$ cat src/rtl/dm_bus_ctrl_pkg.sv
// Shared definitions for the data-side bus sequencer: address windows,
// slave indices, FSM encoding and a window-compare helper. The M-stage
// load-extend and exception logic use the same constants.
package dm_bus_ctrl_pkg;

    localparam logic [31:0] DM_BEGIN  = 32'h0000_0000;
    localparam logic [31:0] DM_END    = 32'h0000_2FFF;
    localparam logic [31:0] TC1_BEGIN = 32'h0000_7F00;
    localparam logic [31:0] TC1_END   = 32'h0000_7F0B;
    localparam logic [31:0] TC2_BEGIN = 32'h0000_7F10;
    localparam logic [31:0] TC2_END   = 32'h0000_7F1B;

    // Maximum BUSY cycles spent waiting on s_ready (legal range 2..255)
    localparam int TIMEOUT_DEFAULT = 8;

    localparam int NUM_SLV = 3;
    localparam int SLV_DM  = 0;
    localparam int SLV_TC1 = 1;
    localparam int SLV_TC2 = 2;

    typedef enum logic [1:0] {
        ST_IDLE = 2'd0,
        ST_BUSY = 2'd1,
        ST_RESP = 2'd2
    } state_t;

    // Inclusive at both bounds
    function automatic logic in_window(input logic [31:0] addr,
                                       input logic [31:0] lo,
                                       input logic [31:0] hi);
        return (addr >= lo) && (addr <= hi);
    endfunction

endpackage

$ cat src/rtl/dm_bus_ctrl_if.sv
// M-stage request/response port and the shared slave bus, bundled together.
// The slave modport is the controller's view; master is the environment's.
interface dm_bus_ctrl_if;
    import dm_bus_ctrl_pkg::*;

    logic                req_valid;
    logic                req_we;
    logic [31:0]         req_addr;
    logic [31:0]         req_wdata;
    logic [3:0]          req_byteen;
    logic                req_ready;

    logic                rsp_valid;
    logic [31:0]         rsp_rdata;
    logic                rsp_err;

    logic                s_valid;
    logic [NUM_SLV-1:0]  s_sel;
    logic                s_we;
    logic [31:0]         s_addr;
    logic [31:0]         s_wdata;
    logic [3:0]          s_byteen;
    logic [NUM_SLV-1:0]  s_ready;
    logic [31:0]         s_rdata_dm;
    logic [31:0]         s_rdata_tc1;
    logic [31:0]         s_rdata_tc2;

    modport slave (
        input  req_valid, req_we, req_addr, req_wdata, req_byteen,
        output req_ready,
        output rsp_valid, rsp_rdata, rsp_err,
        output s_valid, s_sel, s_we, s_addr, s_wdata, s_byteen,
        input  s_ready, s_rdata_dm, s_rdata_tc1, s_rdata_tc2
    );

    modport master (
        output req_valid, req_we, req_addr, req_wdata, req_byteen,
        input  req_ready,
        input  rsp_valid, rsp_rdata, rsp_err,
        input  s_valid, s_sel, s_we, s_addr, s_wdata, s_byteen,
        output s_ready, s_rdata_dm, s_rdata_tc1, s_rdata_tc2
    );

endinterface

$ cat src/rtl/dm_addr_decode.sv
// Combinational address decode: one-hot slave select plus a fault flag for
// unmapped addresses and non-word timer accesses. Shared with the M-stage
// exception check, so a faulting access always reports sel = 0.
module dm_addr_decode
    import dm_bus_ctrl_pkg::*;
(
    input  logic [31:0]        addr,
    input  logic [3:0]         byteen,
    output logic [NUM_SLV-1:0] sel,
    output logic               fault
);

    logic [NUM_SLV-1:0] win;

    // Window match, then qualify with the timer word-access rule
    always_comb begin
        win          = '0;
        win[SLV_DM]  = in_window(addr, DM_BEGIN, DM_END);
        win[SLV_TC1] = in_window(addr, TC1_BEGIN, TC1_END);
        win[SLV_TC2] = in_window(addr, TC2_BEGIN, TC2_END);
        fault        = (win == '0) ||
                       ((win[SLV_TC1] || win[SLV_TC2]) && (byteen != 4'hF));
        sel          = fault ? '0 : win;
    end

endmodule

$ cat src/rtl/dm_bus_ctrl.sv
// Data-bus access sequencer: accepts one M-stage load/store at a time,
// hands it to the decoded slave with a valid/ready handshake, and returns
// a single-cycle response. Faults and timeouts never touch a slave.
module dm_bus_ctrl
    import dm_bus_ctrl_pkg::*;
#(
    parameter int TIMEOUT = TIMEOUT_DEFAULT
) (
    input  logic         clk,
    input  logic         reset,
    input  logic         exc_flush,
    output logic         stall,
    dm_bus_ctrl_if.slave bus
);

    state_t             state_q, state_d;
    logic [NUM_SLV-1:0] dec_sel;
    logic               dec_fault;
    logic               we_q;
    logic [31:0]        addr_q, wdata_q, rdata_q;
    logic [3:0]         byteen_q;
    logic [NUM_SLV-1:0] sel_q;
    logic [7:0]         cnt_q;
    logic               drop_q, err_q;
    logic               accept, hit, expired;
    logic               req_ready, s_valid, rsp_valid;
    logic [31:0]        sel_rdata;

    dm_addr_decode u_decode (
        .addr   (bus.req_addr),
        .byteen (bus.req_byteen),
        .sel    (dec_sel),
        .fault  (dec_fault)
    );

    assign sel_rdata = ({32{sel_q[SLV_DM]}}  & bus.s_rdata_dm)  |
                       ({32{sel_q[SLV_TC1]}} & bus.s_rdata_tc1) |
                       ({32{sel_q[SLV_TC2]}} & bus.s_rdata_tc2);

    // State register; reset returns to IDLE at once, dropping s_valid
    always_ff @(posedge clk or posedge reset) begin
        if (reset) state_q <= ST_IDLE;
        else       state_q <= state_d;
    end

    // Next-state and handshake outputs; a flush in RESP also hides the pulse
    always_comb begin
        state_d   = state_q;
        accept    = 1'b0;
        hit       = 1'b0;
        expired   = 1'b0;
        req_ready = 1'b0;
        s_valid   = 1'b0;
        rsp_valid = 1'b0;
        stall     = 1'b0;
        case (state_q)
            ST_IDLE: begin
                req_ready = 1'b1;
                accept    = bus.req_valid && !exc_flush;
                stall     = accept;
                if (accept) state_d = dec_fault ? ST_RESP : ST_BUSY;
            end
            ST_BUSY: begin
                s_valid = 1'b1;
                stall   = 1'b1;
                hit     = |(bus.s_ready & sel_q);
                expired = (cnt_q == 8'(TIMEOUT - 1));
                if (hit || expired) state_d = ST_RESP;
            end
            ST_RESP: begin
                rsp_valid = !drop_q && !exc_flush;
                state_d   = ST_IDLE;
            end
            default: state_d = ST_IDLE;
        endcase
    end

    // Request latches, timeout counter, drop flag and response capture
    always_ff @(posedge clk or posedge reset) begin
        if (reset) begin
            we_q     <= 1'b0;
            addr_q   <= '0;
            wdata_q  <= '0;
            byteen_q <= '0;
            sel_q    <= '0;
            cnt_q    <= '0;
            drop_q   <= 1'b0;
            err_q    <= 1'b0;
            rdata_q  <= '0;
        end else begin
            case (state_q)
                ST_IDLE: begin
                    if (accept) begin
                        we_q     <= bus.req_we;
                        addr_q   <= bus.req_addr;
                        wdata_q  <= bus.req_wdata;
                        byteen_q <= bus.req_byteen;
                        sel_q    <= dec_sel;
                        cnt_q    <= '0;
                        drop_q   <= 1'b0;
                        err_q    <= dec_fault;
                        rdata_q  <= '0;
                    end
                end
                ST_BUSY: begin
                    if (exc_flush) drop_q <= 1'b1;
                    if (hit) begin
                        rdata_q <= we_q ? 32'd0 : sel_rdata;
                        err_q   <= 1'b0;
                    end else if (expired) begin
                        err_q   <= 1'b1;
                    end else begin
                        cnt_q   <= cnt_q + 8'd1;
                    end
                end
                ST_RESP: begin
                    sel_q  <= '0;
                    drop_q <= 1'b0;
                end
                default: ;
            endcase
        end
    end

    assign bus.req_ready = req_ready;
    assign bus.s_valid   = s_valid;
    assign bus.s_sel     = sel_q;
    assign bus.s_we      = we_q;
    assign bus.s_addr    = addr_q;
    assign bus.s_wdata   = wdata_q;
    assign bus.s_byteen  = byteen_q;
    assign bus.rsp_valid = rsp_valid;
    assign bus.rsp_rdata = rsp_valid ? rdata_q : 32'd0;
    assign bus.rsp_err   = rsp_valid && err_q;

endmodule

$ cat src/flat_wrapper.sv
// flat-port wrapper written by rule: the top's interface ports become plain ports
module dm_bus_ctrl_flat import dm_bus_ctrl_pkg::*;
#(
    parameter int TIMEOUT = TIMEOUT_DEFAULT
)
  (clk, reset, exc_flush, stall, bus_req_valid, bus_req_we, bus_req_addr, bus_req_wdata, bus_req_byteen, bus_req_ready, bus_rsp_valid, bus_rsp_rdata, bus_rsp_err, bus_s_valid, bus_s_sel, bus_s_we, bus_s_addr, bus_s_wdata, bus_s_byteen, bus_s_ready, bus_s_rdata_dm, bus_s_rdata_tc1, bus_s_rdata_tc2);
  dm_bus_ctrl_if bus_i ();
  input  logic clk;
  input  logic reset;
  input  logic exc_flush;
  output logic stall;
  input wire logic [$bits(bus_i.req_valid)-1:0] bus_req_valid;
  input wire logic [$bits(bus_i.req_we)-1:0] bus_req_we;
  input wire logic [$bits(bus_i.req_addr)-1:0] bus_req_addr;
  input wire logic [$bits(bus_i.req_wdata)-1:0] bus_req_wdata;
  input wire logic [$bits(bus_i.req_byteen)-1:0] bus_req_byteen;
  output wire logic [$bits(bus_i.req_ready)-1:0] bus_req_ready;
  output wire logic [$bits(bus_i.rsp_valid)-1:0] bus_rsp_valid;
  output wire logic [$bits(bus_i.rsp_rdata)-1:0] bus_rsp_rdata;
  output wire logic [$bits(bus_i.rsp_err)-1:0] bus_rsp_err;
  output wire logic [$bits(bus_i.s_valid)-1:0] bus_s_valid;
  output wire logic [$bits(bus_i.s_sel)-1:0] bus_s_sel;
  output wire logic [$bits(bus_i.s_we)-1:0] bus_s_we;
  output wire logic [$bits(bus_i.s_addr)-1:0] bus_s_addr;
  output wire logic [$bits(bus_i.s_wdata)-1:0] bus_s_wdata;
  output wire logic [$bits(bus_i.s_byteen)-1:0] bus_s_byteen;
  input wire logic [$bits(bus_i.s_ready)-1:0] bus_s_ready;
  input wire logic [$bits(bus_i.s_rdata_dm)-1:0] bus_s_rdata_dm;
  input wire logic [$bits(bus_i.s_rdata_tc1)-1:0] bus_s_rdata_tc1;
  input wire logic [$bits(bus_i.s_rdata_tc2)-1:0] bus_s_rdata_tc2;
  assign bus_i.req_valid = bus_req_valid;
  assign bus_i.req_we = bus_req_we;
  assign bus_i.req_addr = bus_req_addr;
  assign bus_i.req_wdata = bus_req_wdata;
  assign bus_i.req_byteen = bus_req_byteen;
  assign bus_req_ready = bus_i.req_ready;
  assign bus_rsp_valid = bus_i.rsp_valid;
  assign bus_rsp_rdata = bus_i.rsp_rdata;
  assign bus_rsp_err = bus_i.rsp_err;
  assign bus_s_valid = bus_i.s_valid;
  assign bus_s_sel = bus_i.s_sel;
  assign bus_s_we = bus_i.s_we;
  assign bus_s_addr = bus_i.s_addr;
  assign bus_s_wdata = bus_i.s_wdata;
  assign bus_s_byteen = bus_i.s_byteen;
  assign bus_i.s_ready = bus_s_ready;
  assign bus_i.s_rdata_dm = bus_s_rdata_dm;
  assign bus_i.s_rdata_tc1 = bus_s_rdata_tc1;
  assign bus_i.s_rdata_tc2 = bus_s_rdata_tc2;
  dm_bus_ctrl #(.TIMEOUT(TIMEOUT)) u_core (.clk(clk), .reset(reset), .exc_flush(exc_flush), .stall(stall), .bus(bus_i));
endmodule
$ cat config.mk
export PLATFORM = sky130hd
export DESIGN_NAME = dm_bus_ctrl_flat
export DESIGN_NICKNAME = d
export VERILOG_FILES = /design/src/rtl/dm_bus_ctrl_pkg.sv /design/src/rtl/dm_bus_ctrl_if.sv /design/src/rtl/dm_addr_decode.sv /design/src/rtl/dm_bus_ctrl.sv /design/src/flat_wrapper.sv
export SDC_FILE = /design/constraint.sdc
export NUM_CORES = 1
export LEC_CHECK = 0
export CAP_MARGIN = 20
export CORE_ASPECT_RATIO = 0.9
export CORE_MARGIN = 4
export CORE_UTILIZATION = 30
export CTS_CLUSTER_SIZE = 28
export DETAILED_ROUTE_END_ITERATION = 10
export PLACE_DENSITY_LB_ADDON = 0.2
export SLEW_MARGIN = 25
export SYNTH_ARGS = -nofsm -noshare
export SYNTH_HDL_FRONTEND = slang
export SYNTH_SLANG_ARGS = --single-unit
$ cat constraint.sdc
create_clock -name clk -period 8.6 [get_ports clk]
set_input_delay 1.72 -clock clk [delete_from_list [all_inputs] [get_ports clk]]
set_output_delay 1.72 -clock clk [all_outputs]
set_load 0.02 [all_outputs]
---- After elaboration in Yosys (flattened, before gate mapping) ----
Cells that the tools add are included.
word-level totals
  input bits .............................. 172
  register bits after elaboration ......... 116
  logic and storage cells ................. 90
  output and inout bits ................... 109
cells by class
  add/subtract/negate cells ............... 1
  reductions and logical operators ........ 25
  multiplexer cells ....................... 30
  bitwise logic cells ..................... 6
  magnitude comparators ................... 6
  eq/ne operators ......................... 12
operators by type and width
  cell                                                               count
  two-way mux 32 bit                                                 4
  AND 32 bit                                                         3
  >= comparator 32 x 15 -> 1 bit (second input constant)             2
  less-or-equal comparator 32 x 15 -> 1 bit (second input constant)  2
  bitwise OR 32 bit                                                  2
  case mux 32 bit (2 select lines)                                   1
  >= comparator 32 x 1 -> 1 bit (second input constant)              1
  less-or-equal comparator 32 x 14 -> 1 bit (second input constant)  1
  two-way mux 8 bit                                                  3
  case mux 8 bit (2 select lines)                                    1
  two-way mux 1 bit                                                  11
  AND reduction 3 bit                                                3
  adder 8 x 1 -> 8 bit (second input constant)                       1
  == test 8 x 3 -> 1 bit (second input constant)                     1
  inequality test 2 x 1 -> 1 bit (second input constant)             4
  logical AND 1 bit                                                  7
  two-way mux 2 bit                                                  3
  two-way mux 3 bit                                                  2
  inequality test 2 bit (second input constant)                      3
  case mux 3 bit (2 select lines)                                    1
  AND reduction 2 bit                                                3
  inequality test 4 bit (second input constant)                      1
  case mux 1 bit (2 select lines)                                    2
  case mux 2 bit (2 select lines)                                    1
  other kinds (13)                                                   17

---- Logic depth before layout (Yosys ltp) ----
Gate-level depths: netlist of run 1.
  word-level depth ........................ 8
  mapped depth ............................ 8
  mapped depth without buffers ............ 6

---- Hierarchy ----
A second synthesis of run 1 with hierarchy kept.
second synthesis, totals
  cells, all modules ...................... 584
  area, all modules ....................... 5337.6 sq um
by module, submodules not included
  module          area an instance (sq um)  instances  cells an instance  sequential area each (sq um)
  dm_bus_ctrl     5202.5                    1          563                2902.8
  dm_addr_decode  135.1                     1          21                 0.0

---- Worst setup path after synthesis of run 1 ----
No wires, ideal clock.
  path type ............................... in2out
  start ................................... input exc_flush
  end ..................................... output bus_rsp_rdata[14]
  data arrival time ....................... 2679 ps
  slack ................................... 4201 ps
  path buffers ............................ 1
  data required time ...................... 6880 ps
  cell stages on the path ................. 3
  cell sequence ........................... nor4_2 clkbuf_1 and2_1
between the ends
  cells in the longest elaborated chain, start to end .. 4
ends and longest elaborated chain
  item                line                text
  start: declaration  flat_wrapper.sv:10  input logic exc_flush;
  logical NOT 1 bit   dm_bus_ctrl.sv:71   rsp_valid = !drop_q && !exc_flush;
  logical AND 1 bit   dm_bus_ctrl.sv:71
  two-way mux 1 bit   dm_bus_ctrl.sv:56   case (state_q)
  net bus_rsp_valid   flat_wrapper.sv:18  output wire logic [$bits(bus_i.rsp_valid)-1:0] bus_rsp_valid;
  two-way mux 32 bit  dm_bus_ctrl.sv:133  assign bus.rsp_rdata = rsp_valid ? rdata_q : 32'd0;
  end: declaration    flat_wrapper.sv:19  output wire logic [$bits(bus_i.rsp_rdata)-1:0] bus_rsp_rdata;
The timed path passes the listed nets, and every way through them passes these cells.

---- Worst setup path after layout of run 1 ----
  start ................................... input exc_flush
  end ..................................... output bus_rsp_rdata[17]
between the ends
  cells in the longest elaborated chain, start to end .. 4
ends and longest elaborated chain
  item                line
  logical NOT 1 bit   dm_bus_ctrl.sv:71
  logical AND 1 bit   dm_bus_ctrl.sv:71
  two-way mux 1 bit   dm_bus_ctrl.sv:56
  two-way mux 32 bit  dm_bus_ctrl.sv:133
Every way passes these cells.

==> results of run 1 <==
==> sequential cells by signal, summed over array words and instances (netlist names) <==
signal	flops
u_core.bus.s_wdata	32
u_core.bus.s_byteen	4
u_core.cnt_q	8
u_core.bus.s_addr	32
u_core.err_q	1
u_core.drop_q	1
u_core.bus.s_sel	3
u_core.state_q	2
u_core.rdata_q	32
u_core.bus.s_we	1
==> cell families (layout without fill, tap and decap cells) <==
group / count (synthesis) / after routing / synth area share [%]
adders and majority gates: 1 / 1 / 0.237
AOI/OAI and AO/OA: 85 / 85 / 13.3
xor gates and xnor gates: 6 / 6 / 0.995
and+or+nand+nor: 323 / 323 / 26.0
DFF: 116 / 116 / 55.0
buffers and inverters: 47 / 325 / 4.52
==> layout make-up <==
type / count / area, um^2 / area share, %
sequential: 116 / 2900 / 32.8
timing repair buffer: 287 / 2860 / 32.3
multi-input combinational: 415 / 2160 / 24.5
clock buffer: 23 / 498 / 5.63
tap: 235 / 294 / 3.33
clock inverter: 9 / 100 / 1.13
inverter: 6 / 25.0 / 0.283
==> critical path: stages <==
cell and delay, ns:
clkdlybuf4s50_1 0.49, nor4_4 0.42, buf_4 0.31, and2_1 0.16, clkdlybuf4s50_1 0.61
==> cell usage in the layout (no fill, tap or decap), drive strengths merged, types with 5 or more instances in the layout <==
cell type and count:
nor2 10, xor2 6, inv 6, buf 7, clkdlybuf4s50 280, dfrtp 116, a222oi 32, clkbuf 23
clkinv 5, and2 36, a21oi 8, nand2 250, nand3 6, o31ai 34
==> worst paths after layout <==
check | from | end | slack (ns) | cells past startpoint
min in group asynchronous | reset | u_core.bus.s_wdata[1] | 1.76 | 2
max in group asynchronous | reset | u_core.bus.s_addr[8] | 5.54 | 3
min | u_core.rdata_q[1] | u_core.rdata_q[1] | 0.46 | 2
min reg2reg | u_core.rdata_q[1] | u_core.rdata_q[1] | 0.46 | 2
max | exc_flush | bus_rsp_rdata[17] | 3.16 | 5
max reg2reg | u_core.bus.s_sel[0] | u_core.rdata_q[24] | 6.29 | 5
==> per-layer routing <==
layer	track usage, %	vias to the layer above
li1	-	2496
met1	21.1	2408
met2	29.3	219
met3	8.65	37
met4	6.98	0
met5	0	-
==> power breakdown <==
| part | internal, mW | switching, mW | total (mW) |
|---|---|---|---|
| Clock | 0.462 | 0.237 | 0.699 |
| Sequential | 0.596 | 0.0276 | 0.624 |
| Combinational | 0.174 | 0.162 | 0.336 |
| Total | 1.23 | 0.427 | 1.66 |
==> results.json, run 1 <==
{
  "rows": 45,
  "timing_worst_setup_path_type": "primary input to output port",
  "startpoint_type": "primary input",
  "fin_nets": 1016,
  "gr-usage-all-layers_pct": 18.2,
  "clk_pin_slew_ns": 0.05,
  "grt_pass1_wl_um": 28600,
  "synth_top_area_share_pct": 55.0,
  "cts_root_buf": "clkbuf_16",
  "drtIter0Drc": 239,
  "port_buffers": 280,
  "finalCritPeriodShare_pct": 63.3,
  "ir_drop_uv": 133,
  "setup_viol": 0,
  "drc": 0,
  "cts_resized": 0,
  "required_ns": 6.88,
  "vias": 5160,
  "critPathArrivalTime_ns": 3.72,
  "ys_seq_area_share_pct": 55.0,
  "overflow": 0,
  "report.final.slew_viol_count": 0,
  "worst_slew_pin_slew_ns": 0.788,
  "avgSynthCellArea_um2": 9.14,
  "antenna_found_initial": 0,
  "path_max_fanout": 23,
  "holdWs_ns": 0.465,
  "endpoint_kind": "output port",
  "wl_um": 18200,
  "synthCells": 578,
  "netlist_area_um2": 5280,
  "fill_cells": 1581,
  "dr.max_layer_used": "met4",
  "final_cells": 1091,
  "initial_utilization_pct": 31.0,
  "cts_htree_levels": 4,
  "synth_edf_count": 0,
  "antenna_left": 0,
  "ys_warn_count": 0,
  "synth_most_common_cell": "nand2_1",
  "yosys-top-cells-area": "dfrtp_1 (55%), nand2_1 (18%), a222oi_1 (6.1%), o31ai_1 (4.8%), and2_1 (4.3%)",
  "layout-drive-gt1-share_pct": 5.37,
  "clk_path_buf_depth": 2,
  "core_area_um2": 17100,
  "total_power_mw": 1.66,
  "p_per_area_nw_per_um2": 188,
  "numCtsBuffers": 17,
  "synthesis.nets": 751,
  "postLayoutCellArea_um2": 8840,
  "antennaDiodeCount": 0,
  "met2WireLength_um": 8310,
  "slew_headroom_pct": 46.1,
  "ys.flop_type": "dfrtp_1",
  "placed_cell_area_um2": 8240,
  "die-area_um2": 19800,
  "synth_cell_types": 34,
  "dp_hpwl_um": 13500,
  "synth_largest_area_cell": "dfrtp_1",
  "synth_common_cells": "nand2_1 (250), dfrtp_1 (116), and2_1 (36)",
  "clk_latency_ns": 0.40,
  "wl_met3_um": 2080,
  "pre_cts_ws_ns": 3.12,
  "grt_pass1_vias": 5386,
  "viasPerCell": 4.73,
  "drtPass1Iterations": 5,
  "dp.cells": 1059,
  "hold_class": "flop to flop",
  "fmax_ghz": 0.184,
  "met1_length_um": 7310,
  "maxCapViolCount": 0,
  "final-hold-violation-count": 0,
  "cts.sinks": 116,
  "clock_skew_ns": 0.00793,
  "die_w_um": 148,
  "drt-wirelength-per-cell_um": 16.7,
  "finalSetupTns_ns": 0,
  "grt_max_degree": 77,
  "ys_ff_latch": 116,
  "async_reset_ff_share_pct": 100,
  "hold_buffers": 0,
  "die_height_um": 134,
  "routabilityCongestion": 0.818,
  "fin_crit_ns": 5.44,
  "cts_setup_buffers": 0,
  "fin_ws_ns": 3.16,
  "syn_to_final_growth_pct": 67.3,
  "ioPinCount": 281,
  "final_util_pct": 51.8,
  "rsz0062_at_grt": "false",
  "outcome": "complete, no violations",
  "cts_tree": "built",
  "p_leak_nw": 3.87
}
Note: power is estimated with default switching activity, not from simulation.
==> inputs of run 2 (changes only) <==
==> constraint.sdc (replaced) <==
create_clock -name clk -period 5.63 [get_ports clk]
set_input_delay 1.126 -clock clk [delete_from_list [all_inputs] [get_ports clk]]
set_output_delay 1.126 -clock clk [all_outputs]
set_load 0.02 [all_outputs]
==> run 2 against run 1 <==
Net effect:
- clock skew increased by 0.0067 ns
- total power rose by 50%
- highest routed layer unchanged
- register-to-register slack worse by 3.0 ns
- critical endpoint is now stall
- sequential share of layout area increased by 0.089 points
- largest power group unchanged
- wire length rose by 0.14%
==> results.json, run 2 (same netlist as run 1, synthesis figures left out) <==
{
  "final_cell_mix": "clkdlybuf4s50_1 (280), nand2_1 (249), dfrtp_1 (116)",
  "cts_resized": 0,
  "dp_hpwl_um": 13400,
  "rows": 45,
  "grt_max_degree": 83,
  "final_common_cell": "clkdlybuf4s50_1",
  "fmax_ghz": 0.247,
  "core_area_um2": 17100,
  "maxCapViolCount": 0,
  "die-area_um2": 19800,
  "clk_pin_slew_ns": 0.05,
  "drtIter0Drc": 336,
  "endpoint_kind": "output port",
  "clk_path_buf_depth": 2,
  "wl_um": 18200,
  "routabilityCongestion": 0.808,
  "report.final.slew_viol_count": 0,
  "cts.sinks": 116,
  "worst_slew_pin_slew_ns": 0.796,
  "p_per_area_nw_per_um2": 283,
  "rsz0062_at_grt": "false",
  "antennaDiodeCount": 0,
  "postLayoutCellArea_um2": 8820,
  "finalCritPeriodShare_pct": 71.8,
  "antenna_left": 0,
  "startpoint_type": "primary input",
  "hold_class": "flop to flop",
  "syn_to_final_growth_pct": 66.9,
  "cts_tree": "built",
  "overflow": 0,
  "path_max_fanout": 4,
  "holdWs_ns": 0.468,
  "clk_latency_ns": 0.41,
  "fin_nets": 1016,
  "cts_root_buf": "clkbuf_16",
  "drt-wirelength-per-cell_um": 16.7,
  "outcome": "complete, no violations",
  "finalSetupTns_ns": 0,
  "die_height_um": 134,
  "setup_viol": 0,
  "critPathArrivalTime_ns": 2.92,
  "final-hold-violation-count": 0,
  "cts_htree_levels": 4,
  "final_util_pct": 51.7,
  "die_w_um": 148,
  "drc": 0,
  "dp.cells": 1059,
  "port_buffers": 280,
  "pre_cts_ws_ns": 1.61,
  "vias": 5132,
  "antenna_found_initial": 0,
  "viasPerCell": 4.70,
  "multi_input_comb_area_um2": 2160,
  "ioPinCount": 281,
  "initial_utilization_pct": 31.0,
  "fill_cells": 1579,
  "cts_setup_buffers": 0,
  "fin_crit_ns": 4.04,
  "grt_pass1_vias": 5420,
  "grt_pass1_wl_um": 28600,
  "layout-drive-gt1-share_pct": 5.49,
  "gr-usage-all-layers_pct": 18.2,
  "drtPass1Iterations": 7,
  "timing_worst_setup_path_type": "primary input to output port",
  "final_cells": 1091,
  "ir_drop_uv": 187,
  "placed_cell_area_um2": 8240,
  "total_power_mw": 2.49,
  "p_leak_nw": 3.85,
  "clock_skew_ns": 0.0146,
  "slew_headroom_pct": 47.0,
  "regArea_um2": 2900,
  "numCtsBuffers": 17,
  "hold_buffers": 0,
  "required_ns": 4.50,
  "fin_ws_ns": 1.59
}
[run 2: cell types whose count changed in the layout (fill, tap and decap cells not counted), sizes merged]
cell,change
inv,+1
clkbuf,-3
bufinv,-1
clkinvlp,+3
[run 2: cell type report]
type / instances / area share, %
Sequential cell: 116 / 32.9
Tap cell: 235 / 3.34
Clock inverter: 12 / 1.19
Inverter: 6 / 0.312
Multi-Input combinational cell: 415 / 24.6
Timing Repair Buffer: 287 / 32.4
Clock buffer: 20 / 5.29
[run 2: path summary, 6_finish.rpt]
| path | start | endpoint | slack (ns) | cells after the start |
|---|---|---|---|---|
| min in group asynchronous | reset | u_core.bus.s_addr[31] | 1.24 | 2 |
| max in group asynchronous | reset | u_core.cnt_q[7] | 3.41 | 3 |
| setup reg to reg | u_core.bus.s_sel[2] | u_core.rdata_q[7] | 3.28 | 6 |
| setup / recovery | exc_flush | stall | 1.59 | 4 |
| hold reg to reg | u_core.rdata_q[17] | u_core.rdata_q[17] | 0.47 | 2 |
| hold / removal | u_core.rdata_q[17] | u_core.rdata_q[17] | 0.47 | 2 |
[run 2: critical path, stage by stage]
cell	delay [ns]
clkdlybuf4s50_1	0.49
nand2b_1	0.22
a21oi_1	0.39
clkdlybuf4s50_1	0.69
[run 2: routing by layer]
metal	vias to the layer above	wire [um]	track usage (%)
met4	0	340	6.21
met5	-	0	0
met1	2379	7130	20.7
met3	27	2140	8.68
li1	2495	-	-
met2	231	8600	30.3
[run 2: report_power, final]
| part | total, mW | switching [mW] | internal, mW |
|---|---|---|---|
| combinational | 0.513 | 0.247 | 0.266 |
| sequential | 0.953 | 0.0428 | 0.910 |
| clock | 1.03 | 0.387 | 0.639 |
